--- src/rtl/alu_writeback.sv ---
// alu_writeback: registered result/writeback stage behind the combinational ALU.
// It captures the ALU results C/D and the Low/Negative/Zero flags. It drives the
// register-file write port and holds the processor flag register.
// A wide (MUL high-half) result becomes two back-to-back writes: C to dest,
// then D to dest+1. The address wraps modulo 2^REG_AW.
//
// Optional feature macro: ALU_WB_R0_GUARD_EN
//   defined   -> any write addressed to register 0 keeps rf_we low. rf_waddr,
//                rf_wdata, the state and the flags still update as usual.
//   undefined -> register 0 is written like any other register.
//
// Handshake: a result is taken on a rising clk edge when in_valid && in_ready.
// in_ready is high only in IDLE. While in_ready is low, in_valid is ignored and
// upstream must hold its data until in_ready returns. No output depends
// combinationally on any in_* input.
module alu_writeback #(
  parameter int DATA_W = 16,
  parameter int REG_AW = 4
) (
  input  logic              clk,
  input  logic              reset_n,
  input  logic              in_valid,
  output logic              in_ready,
  input  logic [DATA_W-1:0] in_c,
  input  logic [DATA_W-1:0] in_d,
  input  logic              in_low,
  input  logic              in_neg,
  input  logic              in_zero,
  input  logic [REG_AW-1:0] in_dest,
  input  logic              in_wr_en,
  input  logic              in_wide,
  input  logic              in_flag_en,
  output logic              rf_we,
  output logic [REG_AW-1:0] rf_waddr,
  output logic [DATA_W-1:0] rf_wdata,
  output logic              flag_low,
  output logic              flag_neg,
  output logic              flag_zero,
  output logic              busy
);

  // IDLE accepts new results; WR_HI issues the pending high-half write.
  typedef enum logic {
    IDLE  = 1'b0,
    WR_HI = 1'b1
  } state_e;

  state_e              state_q, state_d;
  logic                rf_we_q, rf_we_d;
  logic [REG_AW-1:0]   rf_waddr_q, rf_waddr_d;
  logic [DATA_W-1:0]   rf_wdata_q, rf_wdata_d;
  logic                flag_low_q, flag_low_d;
  logic                flag_neg_q, flag_neg_d;
  logic                flag_zero_q, flag_zero_d;
  logic [DATA_W-1:0]   hi_data_q, hi_data_d;
  logic [REG_AW-1:0]   hi_addr_q, hi_addr_d;
  logic                accept;

  // Decide whether a write to the given address may raise the strobe.
  function automatic logic write_allowed(input logic [REG_AW-1:0] addr);
`ifdef ALU_WB_R0_GUARD_EN
    return (addr != '0);
`else
    return (addr == addr);
`endif
  endfunction

  assign accept = in_valid && (state_q == IDLE);

  // Next-state, write-port and flag update logic; everything holds by default.
  always_comb begin
    state_d     = state_q;
    rf_we_d     = 1'b0;
    rf_waddr_d  = rf_waddr_q;
    rf_wdata_d  = rf_wdata_q;
    flag_low_d  = flag_low_q;
    flag_neg_d  = flag_neg_q;
    flag_zero_d = flag_zero_q;
    hi_data_d   = hi_data_q;
    hi_addr_d   = hi_addr_q;

    unique case (state_q)
      IDLE: begin
        if (accept) begin
          if (in_wr_en) begin
            rf_we_d    = write_allowed(in_dest);
            rf_waddr_d = in_dest;
            rf_wdata_d = in_c;
            // in_wide only matters for a result that is actually written.
            if (in_wide) begin
              hi_data_d = in_d;
              hi_addr_d = in_dest + REG_AW'(1);
              state_d   = WR_HI;
            end
          end
          // The three flags always load together.
          if (in_flag_en) begin
            flag_low_d  = in_low;
            flag_neg_d  = in_neg;
            flag_zero_d = in_zero;
          end
        end
      end
      WR_HI: begin
        rf_we_d    = write_allowed(hi_addr_q);
        rf_waddr_d = hi_addr_q;
        rf_wdata_d = hi_data_q;
        state_d    = IDLE;
      end
      default: begin
        state_d = IDLE;
      end
    endcase
  end

  // State and output registers. Reset drops any pending high-half write.
  always_ff @(posedge clk or negedge reset_n) begin
    if (!reset_n) begin
      state_q     <= IDLE;
      rf_we_q     <= 1'b0;
      rf_waddr_q  <= '0;
      rf_wdata_q  <= '0;
      flag_low_q  <= 1'b0;
      flag_neg_q  <= 1'b0;
      flag_zero_q <= 1'b0;
      hi_data_q   <= '0;
      hi_addr_q   <= '0;
    end else begin
      state_q     <= state_d;
      rf_we_q     <= rf_we_d;
      rf_waddr_q  <= rf_waddr_d;
      rf_wdata_q  <= rf_wdata_d;
      flag_low_q  <= flag_low_d;
      flag_neg_q  <= flag_neg_d;
      flag_zero_q <= flag_zero_d;
      hi_data_q   <= hi_data_d;
      hi_addr_q   <= hi_addr_d;
    end
  end

  assign in_ready  = (state_q == IDLE);
  assign busy      = (state_q == WR_HI);
  assign rf_we     = rf_we_q;
  assign rf_waddr  = rf_waddr_q;
  assign rf_wdata  = rf_wdata_q;
  assign flag_low  = flag_low_q;
  assign flag_neg  = flag_neg_q;
  assign flag_zero = flag_zero_q;

endmodule

--- config.mk ---
export PLATFORM = sky130hd
export DESIGN_NAME = alu_writeback
export DESIGN_NICKNAME = d
export VERILOG_FILES = /design/src/rtl/alu_writeback.sv
export SDC_FILE = /design/constraint.sdc
export NUM_CORES = 1
export LEC_CHECK = 0
export CAP_MARGIN = 0
export CORE_MARGIN = 5
export CORE_UTILIZATION = 61
export DETAILED_ROUTE_END_ITERATION = 8
export DONT_BUFFER_PORTS = 1
export PLACE_DENSITY = 0.89
export SLEW_MARGIN = 20
export SYNTH_ARGS = -nofsm -noshare
export SYNTH_HDL_FRONTEND = slang
export SYNTH_SLANG_ARGS = --single-unit
--- constraint.sdc ---
create_clock -name clk -period 1.6 [get_ports clk]
set_clock_uncertainty 0.1 [all_clocks]
set_input_delay 0.16 -clock clk [delete_from_list [all_inputs] [get_ports clk]]
set_output_delay 0.16 -clock clk [all_outputs]
set_load 0.02 [all_outputs]
==> metrics <==
status=complete, no violations; Total Power=around 2.6 mW; final hold slack=0.0154 ns; Post-Syn Area per Cell=12.9 µm²; Setup TNS=0 ns; Seq/Total Area, Yosys=58.4%; CTS H-tree depth=2; WP data required=1.79 ns; RSZ-0062 raised after global routing=false; Syn Nets=195; CTS Buffer Depth=2; area leader, netlist=dfrtp_1; total gr overflow=0; Die Wd=66.2 µm; maximum VDD drop=~700 µV; post-CTS setup repair buffer count=0; TritonRoute pass-1 iters=4; mux cell area share after synthesis=24.6%; core area=0.00305 mm²; Slew HR=roughly four fifths; number of flops mapped to enable cells by yosys=0; most frequent cell after synthesis=dfrtp_1; worst hold path type=in2reg; Ant. Diodes=0; Max-Cap Viols=0; Post-synth top cells=dfrtp_1, nand2_1, o21ai_0, mux2i_1, mux2_4; startpoint types=primary input; Die H=66.2 µm; initial antenna violation count=0; Fmax achieved=between 0.6 and 0.7 GHz; Mapped Cells=149; worst-margin pin slew=about 0.29 ns; Num Clock Sinks=45; Total GRT Usage=between 20% and 30%; # rows=20; CP Max Fanout=3; xor/xnor share of the synthesized area=less than 1%; Worst-Skew Late Latency=0.35 ns; vias in the first global route=1472; Nets=around 240; routed wire length=4500 µm; Antenna Nets Post-Route=0; Synth top area share=58.4%; CTS Buf Count=5; Tmin final=about 1.5 ns; Adder-Cell Fraction of Synth Area=0.649%; post-synthesis compound-gate area fraction=5.97%; # IOs=71; ys flop type=dfrtp_1; WL per Instance=18.6 µm; largest family of logic cells by synthesized area=multiplexers; final slew viol count=0; die area=0.00439 mm²; vias per cell=5.45; Clk pin slew, worst setup/hold paths=0.12 ns; clk root buf=clkbuf_4; wire length of the first global-routing pass=just over 7000 µm; ranking of synthesized cells by area=dfrtp_1, mux2i_1, mux2_4; met3 Usage GRT=under 10%; DRT iter0 DRCs=47; global route hottest layer=met2; Yosys reg bits=45; distinct cell type count after synthesis=15; worst path arrival time=1.72 ns; gpl congestion=0.663; M2 GR Usage=40.0%; period utilization=95.9%; DRC=0; # setup viols final=0; Initial Util=63.2%; Area Overhead vs Synth=28.1%; path type of the worst setup path=in2reg; via count=1318; largest net degree at the start of global routing=46; port bufs=0; Synth warnings=0; met1 usage=23.6%; Simple-Gate Fraction of Synth Area=roughly 6.6%; P_leak=approximately 1.2 nW; Pwr Density=1060 mW/mm²; synthesized area=about 0.0019 mm²; async set or reset register ratio after synthesis=100%; CTS tree=done; critical path capture point type=flop; layout cells sized above 1=17.7%; DP HPWL=2720 µm; final hold violation count=0
==> worst paths after layout <==
path,from,to,slack [ns],depth (start not counted)
max,in_dest[2],hi_addr_q[3],0.06,5
min,in_flag_en,flag_neg,0.02,2
max reg2reg,busy,hi_data_q[4],0.15,3
min reg2reg,hi_data_q[12],rf_wdata[12],0.39,2
max in group asynchronous,reset_n,busy,0.99,2
min in group asynchronous,reset_n,rf_waddr[0],0.19,2
==> metal layers <==
metal / wire, µm / vias to the layer above
li1: - / 605
met1: 1630 / 646
met2: 2410 / 53
met3: 341 / 14
met4: 114 / 0
met5: 0 / -
==> cells by family (layout without fill, tap and decap cells) <==
kind of cell | after synthesis | in the layout
flops | 45 | 45
mux | 40 | 40
simple gates | 28 | 28
compound gates | 23 | 23
buf+inv | 10 | 59
xor+xnor | 2 | 2
fa+ha+maj | 1 | 1
==> per-stage QoR <==
stage / utilization (%) / instance area, µm² / setup WS, ns / cells
after floorplan: - / 1930 / 0.171 / 149
after global placement: 65.1 / 1990 / 0.123 / 192
after detailed placement: 65.1 / 1990 / 0.0735 / 192
after CTS: 80.8 / 2470 / 0.0329 / 242
after global routing: 80.9 / 2470 / 0.0231 / 242
final: 80.9 / 2470 / 0.0649 / 242
==> layout by cell type, fill, tap and decap left out <==
| master | synthesis | layout |
|---|---|---|
| xor2_1 | 1 | 1 |
| inv_1 | 2 | 2 |
| dlymetal6s4s_1 | 0 | 1 |
| nand3_1 | 2 | 2 |
| clkbuf_1 | 4 | 3 |
| nand2_1 | 25 | 25 |
| buf_4 | 3 | 7 |
| mux2i_1 | 20 | 20 |
| dfrtp_1 | 45 | 44 |
| nand4b_4 | 1 | 1 |
| o21ai_0 | 23 | 22 |
| xnor2_1 | 1 | 1 |
| dlygate4sd3_1 | 0 | 40 |
| mux2_4 | 13 | 13 |
| dfrtp_2 | 0 | 1 |
| ha_1 | 1 | 1 |
| clkbuf_4 | 0 | 5 |
| mux2_2 | 7 | 7 |
| o21ai_1 | 0 | 1 |
| buf_12 | 0 | 1 |
==> sequential cells by signal, summed over array words and instances (netlist names) <==
| signal | flops |
|---|---|
| flag_zero | 1 |
| hi_data_q | 16 |
| hi_addr_q | 4 |
| rf_waddr | 4 |
| rf_wdata | 16 |
| rf_we | 1 |
| flag_neg | 1 |
| busy | 1 |
| flag_low | 1 |
==> layout make-up <==
type | instances | area [µm²]
timing repair buffer | 49 | 485
fill | 179 | 582
sequential | 45 | 1130
tap | 44 | 55.1
inverter | 2 | 7.51
multi-input combinational | 94 | 747
clock buffer | 8 | 48.8
==> timing repair <==
item	CTS	global route
gates resized for setup	0	3
hold endpoints to repair	88	0
hold buffers	42	0
setup endpoints to repair	0	2
==> power breakdown <==
| part | internal [mW] | leakage, nW | switching [mW] |
|---|---|---|---|
| registers | 1.35 | 0.541 | 0.293 |
| clock network | 0.176 | 0.0265 | 0.338 |
| logic | 0.278 | 0.635 | 0.176 |
| total | 1.80 | 1.20 | 0.807 |
==> worst max-delay path: stages <==
cell           delay (ns)
dlygate4sd3_1        0.63
nand3_1              0.12
xor2_1               0.15
dlygate4sd3_1        0.55
o21ai_1              0.12
Note: power is estimated with default switching activity, not from simulation.
